==> src/rtl/lsu_mem_ctrl_if.sv <==
// Request/response and data-memory bus of the load/store unit.
// slave  : the LSU itself.
// master : the environment, meaning the core's memory stage plus the data memory.
interface lsu_mem_ctrl_if #(
    parameter int ADDR_WIDTH = 32
);
    logic                  req_valid;
    logic                  req_ready;
    logic                  req_we;
    logic [2:0]            req_funct3;
    logic [ADDR_WIDTH-1:0] req_addr;
    logic [31:0]           req_wdata;
    logic                  resp_valid;
    logic [31:0]           resp_rdata;
    logic                  resp_err;
    logic [ADDR_WIDTH-1:0] mem_addr;
    logic [31:0]           mem_wd;
    logic                  mem_we;
    logic [31:0]           mem_rd;

    modport slave (
        input  req_valid, req_we, req_funct3, req_addr, req_wdata, mem_rd,
        output req_ready, resp_valid, resp_rdata, resp_err, mem_addr, mem_wd, mem_we
    );

    modport master (
        output req_valid, req_we, req_funct3, req_addr, req_wdata, mem_rd,
        input  req_ready, resp_valid, resp_rdata, resp_err, mem_addr, mem_wd, mem_we
    );
endinterface

==> src/rtl/lsu_mem_ctrl.sv <==
// RV32I load/store unit in front of a word-addressed data memory.
// The memory has a combinational read and a word-wide synchronous write,
// so sub-word stores are done as read-modify-write.
// Optional macro LSU_MISALIGN_TRAP_EN: misaligned halfword/word accesses
// take the error path instead of silently ignoring the low address bits.
module lsu_mem_ctrl #(
    parameter int ADDR_WIDTH = 32
) (
    input  logic                 CLK,
    input  logic                 RST,
    lsu_mem_ctrl_if.slave        bus
);
    typedef enum logic [2:0] {
        IDLE   = 3'd0,
        LOAD   = 3'd1,
        RMW_RD = 3'd2,
        STORE  = 3'd3,
        RESP   = 3'd4
    } state_t;

    state_t                r_state;
    state_t                w_state_nxt;
    logic                  r_we;
    logic [2:0]            r_funct3;
    logic [ADDR_WIDTH-1:0] r_addr;
    logic [31:0]           r_wdata;
    logic [31:0]           r_buf;
    logic [31:0]           r_rdata;
    logic                  r_err;
    logic                  w_req_ready;
    logic                  w_mem_we;
    logic                  w_resp_valid;
    logic                  w_req_err;

    // Pick the addressed byte/halfword out of a memory word and extend it.
    function automatic logic [31:0] f_load_extract(input logic [31:0] word,
                                                   input logic [2:0]  f3,
                                                   input logic [1:0]  lane);
        logic        [7:0]  b;
        logic        [15:0] h;
        logic signed [31:0] sx;
        logic        [31:0] res;
        b   = word[{lane, 3'b000} +: 8];
        h   = lane[1] ? word[31:16] : word[15:0];
        sx  = '0;
        res = word;
        case (f3[1:0])
            2'b00: begin
                sx  = $signed(b);
                res = f3[2] ? {24'd0, b} : sx;
            end
            2'b01: begin
                sx  = $signed(h);
                res = f3[2] ? {16'd0, h} : sx;
            end
            default: res = word;
        endcase
        return res;
    endfunction

    // Merge store data into the word read back from memory.
    function automatic logic [31:0] f_store_merge(input logic [31:0] word,
                                                  input logic [31:0] wdata,
                                                  input logic [2:0]  f3,
                                                  input logic [1:0]  lane);
        logic [31:0] res;
        res = word;
        case (f3[1:0])
            2'b00: res[{lane, 3'b000} +: 8] = wdata[7:0];
            2'b01: begin
                if (lane[1]) res[31:16] = wdata[15:0];
                else         res[15:0]  = wdata[15:0];
            end
            default: res = wdata;
        endcase
        return res;
    endfunction

    // Classify the incoming request: illegal funct3 (and optionally misalignment).
    always_comb begin
        w_req_err = 1'b0;
        if (bus.req_we)
            w_req_err = bus.req_funct3[2] | (bus.req_funct3[1:0] == 2'b11);
        else
            w_req_err = (bus.req_funct3[1:0] == 2'b11) | (bus.req_funct3[2] & bus.req_funct3[1]);
`ifdef LSU_MISALIGN_TRAP_EN
        if ((bus.req_funct3[1:0] == 2'b01) && bus.req_addr[0])
            w_req_err = 1'b1;
        if ((bus.req_funct3[1:0] == 2'b10) && (bus.req_addr[1:0] != 2'b00))
            w_req_err = 1'b1;
`endif
    end

    // State register; reset aborts any operation in flight.
    always_ff @(posedge CLK or posedge RST) begin
        if (RST) r_state <= IDLE;
        else     r_state <= w_state_nxt;
    end

    // Next-state and state-decoded control outputs.
    always_comb begin
        w_state_nxt  = r_state;
        w_req_ready  = 1'b0;
        w_mem_we     = 1'b0;
        w_resp_valid = 1'b0;
        case (r_state)
            IDLE: begin
                w_req_ready = 1'b1;
                if (bus.req_valid) begin
                    if (w_req_err)                        w_state_nxt = RESP;
                    else if (!bus.req_we)                 w_state_nxt = LOAD;
                    else if (bus.req_funct3[1:0] == 2'b10) w_state_nxt = STORE;
                    else                                  w_state_nxt = RMW_RD;
                end
            end
            LOAD:   w_state_nxt = RESP;
            RMW_RD: w_state_nxt = STORE;
            STORE: begin
                w_mem_we    = 1'b1;
                w_state_nxt = RESP;
            end
            RESP: begin
                w_resp_valid = 1'b1;
                w_state_nxt  = IDLE;
            end
            default: w_state_nxt = IDLE;
        endcase
    end

    // Request latch, merge buffer and response registers. Response fields
    // change only when a request completes, so they hold between requests.
    always_ff @(posedge CLK or posedge RST) begin
        if (RST) begin
            r_we     <= 1'b0;
            r_funct3 <= 3'd0;
            r_addr   <= '0;
            r_wdata  <= 32'd0;
            r_buf    <= 32'd0;
            r_rdata  <= 32'd0;
            r_err    <= 1'b0;
        end else begin
            case (r_state)
                IDLE: begin
                    if (bus.req_valid) begin
                        r_we     <= bus.req_we;
                        r_funct3 <= bus.req_funct3;
                        r_addr   <= bus.req_addr;
                        r_wdata  <= bus.req_wdata;
                        if (w_req_err) begin
                            r_err   <= 1'b1;
                            r_rdata <= 32'd0;
                        end
                    end
                end
                LOAD: begin
                    r_rdata <= f_load_extract(bus.mem_rd, r_funct3, r_addr[1:0]);
                    r_err   <= 1'b0;
                end
                RMW_RD: r_buf <= bus.mem_rd;
                STORE: begin
                    r_rdata <= 32'd0;
                    r_err   <= 1'b0;
                end
                default: ;
            endcase
        end
    end

    assign bus.req_ready  = w_req_ready;
    assign bus.resp_valid = w_resp_valid;
    assign bus.resp_rdata = r_rdata;
    assign bus.resp_err   = r_err;
    assign bus.mem_addr   = r_addr;
    assign bus.mem_we     = w_mem_we;
    // Loads never write; keep the write bus quiet for them.
    assign bus.mem_wd     = r_we ? f_store_merge(r_buf, r_wdata, r_funct3, r_addr[1:0]) : 32'd0;
endmodule

==> src/flat_wrapper.sv <==
// flat-port wrapper written by rule: the top's interface ports become plain ports
module lsu_mem_ctrl_flat 
#(
    parameter int ADDR_WIDTH = 32
)
  (CLK, RST, bus_req_valid, bus_req_we, bus_req_funct3, bus_req_addr, bus_req_wdata, bus_mem_rd, bus_req_ready, bus_resp_valid, bus_resp_rdata, bus_resp_err, bus_mem_addr, bus_mem_wd, bus_mem_we);
  lsu_mem_ctrl_if #(.ADDR_WIDTH(ADDR_WIDTH)) bus_i ();
  input  logic CLK;
  input  logic RST;
  input wire logic [$bits(bus_i.req_valid)-1:0] bus_req_valid;
  input wire logic [$bits(bus_i.req_we)-1:0] bus_req_we;
  input wire logic [$bits(bus_i.req_funct3)-1:0] bus_req_funct3;
  input wire logic [$bits(bus_i.req_addr)-1:0] bus_req_addr;
  input wire logic [$bits(bus_i.req_wdata)-1:0] bus_req_wdata;
  input wire logic [$bits(bus_i.mem_rd)-1:0] bus_mem_rd;
  output wire logic [$bits(bus_i.req_ready)-1:0] bus_req_ready;
  output wire logic [$bits(bus_i.resp_valid)-1:0] bus_resp_valid;
  output wire logic [$bits(bus_i.resp_rdata)-1:0] bus_resp_rdata;
  output wire logic [$bits(bus_i.resp_err)-1:0] bus_resp_err;
  output wire logic [$bits(bus_i.mem_addr)-1:0] bus_mem_addr;
  output wire logic [$bits(bus_i.mem_wd)-1:0] bus_mem_wd;
  output wire logic [$bits(bus_i.mem_we)-1:0] bus_mem_we;
  assign bus_i.req_valid = bus_req_valid;
  assign bus_i.req_we = bus_req_we;
  assign bus_i.req_funct3 = bus_req_funct3;
  assign bus_i.req_addr = bus_req_addr;
  assign bus_i.req_wdata = bus_req_wdata;
  assign bus_i.mem_rd = bus_mem_rd;
  assign bus_req_ready = bus_i.req_ready;
  assign bus_resp_valid = bus_i.resp_valid;
  assign bus_resp_rdata = bus_i.resp_rdata;
  assign bus_resp_err = bus_i.resp_err;
  assign bus_mem_addr = bus_i.mem_addr;
  assign bus_mem_wd = bus_i.mem_wd;
  assign bus_mem_we = bus_i.mem_we;
  lsu_mem_ctrl #(.ADDR_WIDTH(ADDR_WIDTH)) u_core (.CLK(CLK), .RST(RST), .bus(bus_i));
endmodule
==> config.mk <==
export PLATFORM = sky130hd
export DESIGN_NAME = lsu_mem_ctrl_flat
export DESIGN_NICKNAME = d
export VERILOG_FILES = /design/src/rtl/lsu_mem_ctrl_if.sv /design/src/rtl/lsu_mem_ctrl.sv /design/src/flat_wrapper.sv
export SDC_FILE = /design/constraint.sdc
export NUM_CORES = 1
export LEC_CHECK = 0
export ABC_AREA = 1
export BUFFER_PORTS_ARGS = -buffer_cell sky130_fd_sc_hd__buf_2
export CORE_UTILIZATION = 40
export CTS_CLUSTER_SIZE = 40
export DETAILED_ROUTE_END_ITERATION = 8
export GPL_ROUTABILITY_DRIVEN = 0
export PLACE_DENSITY = 0.68
export SLEW_MARGIN = 20
export SYNTH_ARGS = -nofsm -noshare
export SYNTH_HDL_FRONTEND = slang
export SYNTH_SLANG_ARGS = --single-unit
==> constraint.sdc <==
create_clock -name CLK -period 5.5 [get_ports CLK]
set_clock_uncertainty 0.1 [all_clocks]
set_input_delay 1.1 -clock CLK [delete_from_list [all_inputs] [get_ports CLK]]
set_output_delay 1.1 -clock CLK [all_outputs]
set_load 0.05 [all_outputs]
== Word-level counts from Yosys, hierarchy flattened ==
Cells that the tools add are included.
Storage, ports and cells
  register bits after elaboration: 136
  latch bits: 0
  bits in writable memories: 0
  bits in read-only memories: 0
  bits of input ports: 103
  output and inout port bits: 100
  word-level logic and storage cells: 56
  memories kept: 0
Cells by class
  add/subtract/negate cells: 1
  $mul: 0
  div/mod/pow operators: 0
  $lt $le $gt $ge: 0
  eq/ne operators: 9
  shifts and indexed selects: 3
  muxes and demuxes: 24
  bitwise logic cells: 3
  reductions and logical operators: 8
Operators with widths (number)
  32-bit 2-to-1 mux: 5
  32-bit case mux with 2 select lines: 2
  32-bit case mux with 3 select lines: 1
  16-bit 2-to-1 mux: 3
  32-bit bitwise mux: 1
  8-bit by 7-bit variable shift with 32-bit output (first input constant): 1
  32-bit by 6-bit indexed part select with 8-bit output: 1
  8-bit by 7-bit indexed part select with 32-bit output: 1
  3-bit 2-to-1 mux: 3
  3-bit case mux with 3 select lines: 1
  1-bit 2-to-1 mux: 7
  5-bit negation with 7-bit output: 1
  3-bit by 2-bit equality test with 1-bit output (second input constant): 2
  3-bit AND reduction: 2
  2-bit equality test (second input constant): 2
  3-bit by 1-bit equality test with 1-bit output (second input constant): 1
  3-bit equality test (second input constant): 1
  3-bit logical NOT: 1
  3-bit nonzero test: 1
  2-bit by 1-bit equality test with 1-bit output (second input constant): 1
  2-bit logical NOT: 1
  2-bit by 1-bit != test with 1-bit output (second input constant): 1
  2-bit != test (second input constant): 1
  1-bit OR: 2
  5 further kinds: 5

== Logic depth before layout (Yosys ltp) ==
  depth after elaboration: 6
  depth in mapped cells: 11
  mapped depth without buffers: 9

== Worst setup path after synthesis ==
OpenSTA, ideal clock, no wires.
  path kind: register to output
  start point: register u_core.r_addr[0], in the netlist u_core.bus.mem_addr[0]
  end point: output bus_mem_wd[16]
  arrival: 2.870 ns
  required time: 4.300 ns
  path slack: 1.430 ns
  stages on the path, launching flop included: 9
  path through: dfrtp_1 clkinv_1 ha_1 inv_1 nor2_1 nand3b_1 o22ai_1 nand2_1 a21oi_1
On the way
  cells in the longest elaborated chain, start to end: 5
  elaborated cells between the ends (all ways): 6
  classes of those cells: add/sub (1); shift (2); mux (3)
RTL lines
  from (decl): line lsu_mem_ctrl.sv:25  | logic [ADDR_WIDTH-1:0] r_addr;
  from (signal assigned): line lsu_mem_ctrl.sv:147  | r_addr <= bus.req_addr;
  5-bit negation with 7-bit output (*): line lsu_mem_ctrl.sv:69  | 2'b00: res[{lane, 3'b000} +: 8] = wdata[7:0];
  8-bit by 7-bit indexed part select with 32-bit output or 8-bit by 7-bit variable shift with 32-bit output (tied branches): line lsu_mem_ctrl.sv:69
  32-bit bitwise mux (*): line lsu_mem_ctrl.sv:69
  32-bit case mux with 2 select lines (*): line lsu_mem_ctrl.sv:68  | case (f3[1:0])
  32-bit 2-to-1 mux (*): line lsu_mem_ctrl.sv:176  | assign bus.mem_wd = r_we ? f_store_merge(r_buf, r_wdata, r_funct3, r_addr[1:0]) : 32'd0;
  to (decl): line flat_wrapper.sv:21  | output wire logic [$bits(bus_i.mem_wd)-1:0] bus_mem_wd;
Mark *: on every way between the ends. The rest lies on a longest branch, timed or not.

== Final worst setup path ==
  start point: register u_core.r_addr[1], in the netlist u_core.bus.mem_addr[1]
  end point: output bus_mem_wd[16]
On the way
  cells in the longest elaborated chain, start to end: 5
  elaborated cells between the ends (all ways): 7
  classes of those cells: add/sub (1); shift (2); mux (4)
RTL lines (line)
  5-bit negation with 7-bit output: lsu_mem_ctrl.sv:69
  8-bit by 7-bit indexed part select with 32-bit output or 8-bit by 7-bit variable shift with 32-bit output (tied branches): lsu_mem_ctrl.sv:69
  32-bit bitwise mux: lsu_mem_ctrl.sv:69
  32-bit case mux with 2 select lines (*): lsu_mem_ctrl.sv:68
  32-bit 2-to-1 mux (*): lsu_mem_ctrl.sv:176
Marks and branches as above.

==> key figures <==
Run status
  • Status: completed

Hold path
  • Min-Delay Path Class: register to register

Synthesis
  • Seq/Total Area, Yosys: 0.4800
  • Largest family of logic cells by synthesized area: simple AND/OR/NAND/NOR gates
  • Most common flop cell mapped by yosys: dfrtp_1
  • Synth Register Bits: 136
  • Ys async rst share: 1.000
  • Mapped Area: 0.007091 mm²
  • Yosys cell types: 34
  • Syn_area_per_cell: 8.502 µm²
  • Post-Synth Adder-Cell Area: 0.008823
  • Net Count, Synth: 942
  • Synth Area in Compound Gates: 0.1493
  • Post-synthesis mux area share: 0.08576
  • Post-Synth XOR/XNOR Area: 0
  • Post-Synth Simple-Gate Area: 0.1957
  • Yosys warnings: 0
  • Cells after synthesis: 834
  • Number of synthesized flops with an enable pin: 0

STA
  • Max_slew headroom: 0.3057
  • Slew at the pin closest to its max-slew limit: 1041 ps
  • Total negative setup slack: 0 ps
  • Unrepaired setup endpoints after global routing: no
  • Endpoints failing setup: 0
  • Final Hold Fails: 0
  • Max Slew Vio Count: 0
  • Maximum clock rate: 222.7 MHz
  • Final period util: 0.8163
  • Minimum clock period: 4490 ps

CTS
  • Num CTS Buffers: 17
  • Setup Fix Bufs, Post-CTS: 0
  • H-tree depth: 4
  • Clk Latency, worst-skew pair: 420 ps
  • Post-CTS Hold Buffers: 0
  • CTS resizes: 0
  • CTS tree: done
  • Reg clk slew, reported paths: 50 ps
  • Clock tree sinks: 136
  • Max clock buf depth: 2
  • Root buf cell: clkbuf_16

Pwr
  • Pwr Density: 761.3 mW/mm²
  • LEAKAGE: 0.004589 µW
  • Max VDD drop: 0.4740 mV

Placed design
  • Cell Area, Placed: 0.008197 mm²
  • HPWL after detailed placement: 15210 µm
  • Port bufs: 202

Floorplan
  • Initial core utilization: 0.4099
  • Core ar.: 0.01730 mm²
  • DIE AREA: 0.01826 mm²
  • Top Ports: 203
  • Die height: 135.1 µm
  • # rows: 48
  • Die W: 135.1 µm

Critical path
  • CP Class: register to output pin
  • Max FO, Critical Path: 34
  • Critical path arrival: 3290 ps
  • CP Launch Type: register
  • CP endpoint kind: output pin
  • CP required: 4300 ps
  • Most frequent CP cell: inv_1
  • WP buf/inv: 4
  • CP Cell Sequence: inv_1, buf_4, ha_1, inv_1, nor2_1, nand3b_1, o22ai_1, nand2_1, a21oi_1, buf_2
  • Slowest cell delay on critical path: 1000 ps
  • Slowest CP cell: dfrtp_1
  • Crit-path leading delay family: flip-flops

Global route
  • Total gr overflow: 0
  • First-pass GRT wire length: 32550 µm
  • Largest net degree at the start of global routing: 85
  • Initial antenna violation count: 0
  • Vias in the first global route: 6253
  • Tot GR Track Use: 0.2347

Routing
  • Top Layer Used: met4
  • DRC violation total after the first TritonRoute iteration: 493
  • # DRC: 0
  • Drt total wl: 21150 µm
  • Post-route ant nets: 0
  • Vias: 6483
  • Vias per cell: 5.170
  • DR WL met3: 1380 µm
  • Post-Route M1 WL: 9068 µm
  • Drt pass-1 iters: 5
  • WL per Instance: 16.87 µm
  • Met2 WL: 10180 µm

Layout
  • Post-route design area: 0.008837 mm²
  • Area of the multi-input gates: 0.003132 mm²
  • Fillers: 1681
  • Reg area: 0.003405 mm²
  • Area growth syn-to-layout: 24.63%
  • Nets: 1124
  • Share of cells above drive strength 1: 0.3100
  • Commonest non-fill, non-tap cell in the layout: nand2_1
  • Most frequent cells in the layout: nand2_1, buf_2, dfrtp_1, inv_1, a21oi_1
  • ANT cells: 0

Run
  • Max Cap Viol: 0
-- synthesized netlist by cell type (all sizes together) (4+ instances only) --
| cell type | count | share of area |
|---|---|---|
| o211ai | 5 | 0.0060 |
| a211oi | 5 | 0.0053 |
| a31oi | 8 | 0.0071 |
| inv | 78 | 0.041 |
| buf | 26 | 0.026 |
| clkinv | 4 | 0.0028 |
| mux2 | 54 | 0.086 |
| o21ai | 65 | 0.046 |
| nor2 | 39 | 0.024 |
| dfrtp | 136 | 0.48 |
| a21oi | 66 | 0.047 |
| clkbuf | 20 | 0.011 |
| o22ai | 24 | 0.021 |
| nand2 | 240 | 0.13 |
| ha | 5 | 0.0088 |
| a22oi | 7 | 0.0074 |
| nand3 | 42 | 0.038 |
| o221ai | 8 | 0.0099 |
-- cell families (layout without fill, tap and decap cells) --
family / after synthesis / in the layout
and+or+nand+nor: 323 / 323
AOI/OAI and AO/OA: 188 / 188
DFF: 136 / 136
buffers and inverters: 128 / 323
muxes: 54 / 54
adders and majority gates: 5 / 5
-- final cells by class --
| class | instances | share of cell area |
|---|---|---|
| clock buffers | 21 | 0.05324 |
| repair buffers | 209 | 0.1203 |
| clock inverters | 11 | 0.01926 |
| well taps | 225 | 0.03186 |
| inverters | 82 | 0.03568 |
| flip-flops and latches | 136 | 0.3852 |
| multi-input cells | 570 | 0.3544 |
-- worst min-delay path, delay by kind of cell (launching register included) --
| family | cells | cell delay, ps |
|---|---|---|
| flip-flops | 1 | 330 |
| AND/OR/NAND/NOR | 2 | 110 |
-- through the flow --
stage | utilization | cells | setup WS [ps] | power (µW) | hold WS (ps)
floorplan | - | 834 | 660.5 | 4637 | 353.0
global placement | 0.4739 | 1222 | 1520 | 5451 | 354.1
detailed placement | 0.4739 | 1222 | 1490 | 5486 | 359.0
CTS | 0.5109 | 1254 | 1032 | 6744 | 370.4
global route | 0.5109 | 1254 | 783.1 | 7109 | 398.2
finish | 0.5109 | 1254 | 1010 | 6728 | 366.9
-- metal layers --
metal / global-route usage / vias up
met2: 0.3869 / 237
met3: 0.05948 / 38
li1: - / 3129
met4: 0.09363 / 0
met1: 0.2941 / 3079
met5: 0 / -
-- power breakdown --
part,switching (µW),internal [µW],leakage [µW]
clock network,441,794,0.000305
registers,364,1460,0.00165
logic,2660,1010,0.00263
-- worst paths after layout --
path / start / end / slack [ps] / depth (start not counted)
max: u_core.bus.mem_addr[1]$_DFFE_PP0P_ / bus_mem_wd[16] / 1010 / 10
min: u_core.bus.resp_rdata[2]$_DFFE_PP0P_ / u_core.bus.resp_rdata[2]$_DFFE_PP0P_ / 370 / 2
max reg2reg: u_core.bus.mem_addr[1]$_DFFE_PP0P_ / u_core.bus.resp_rdata[21]$_DFFE_PP0P_ / 2930 / 10
min reg2reg: u_core.bus.resp_rdata[2]$_DFFE_PP0P_ / u_core.bus.resp_rdata[2]$_DFFE_PP0P_ / 370 / 2
max in group asynchronous: RST / u_core.r_funct3[1]$_DFFE_PP0P_ / 3540 / 3
min in group asynchronous: RST / u_core.bus.mem_addr[24]$_DFFE_PP0P_ / 750 / 2
-- flip-flops by register name, summed over array words and instances (netlist names) --
| name | cells |
|---|---|
| u_core.r_buf | 32 |
| u_core.bus.resp_rdata | 32 |
| u_core.bus.mem_addr | 32 |
| u_core.r_wdata | 32 |
| u_core.r_funct3 | 3 |
| u_core.r_state | 3 |
| u_core.bus.resp_err | 1 |
| u_core.r_we | 1 |
Power figures use the tool's default switching activity.
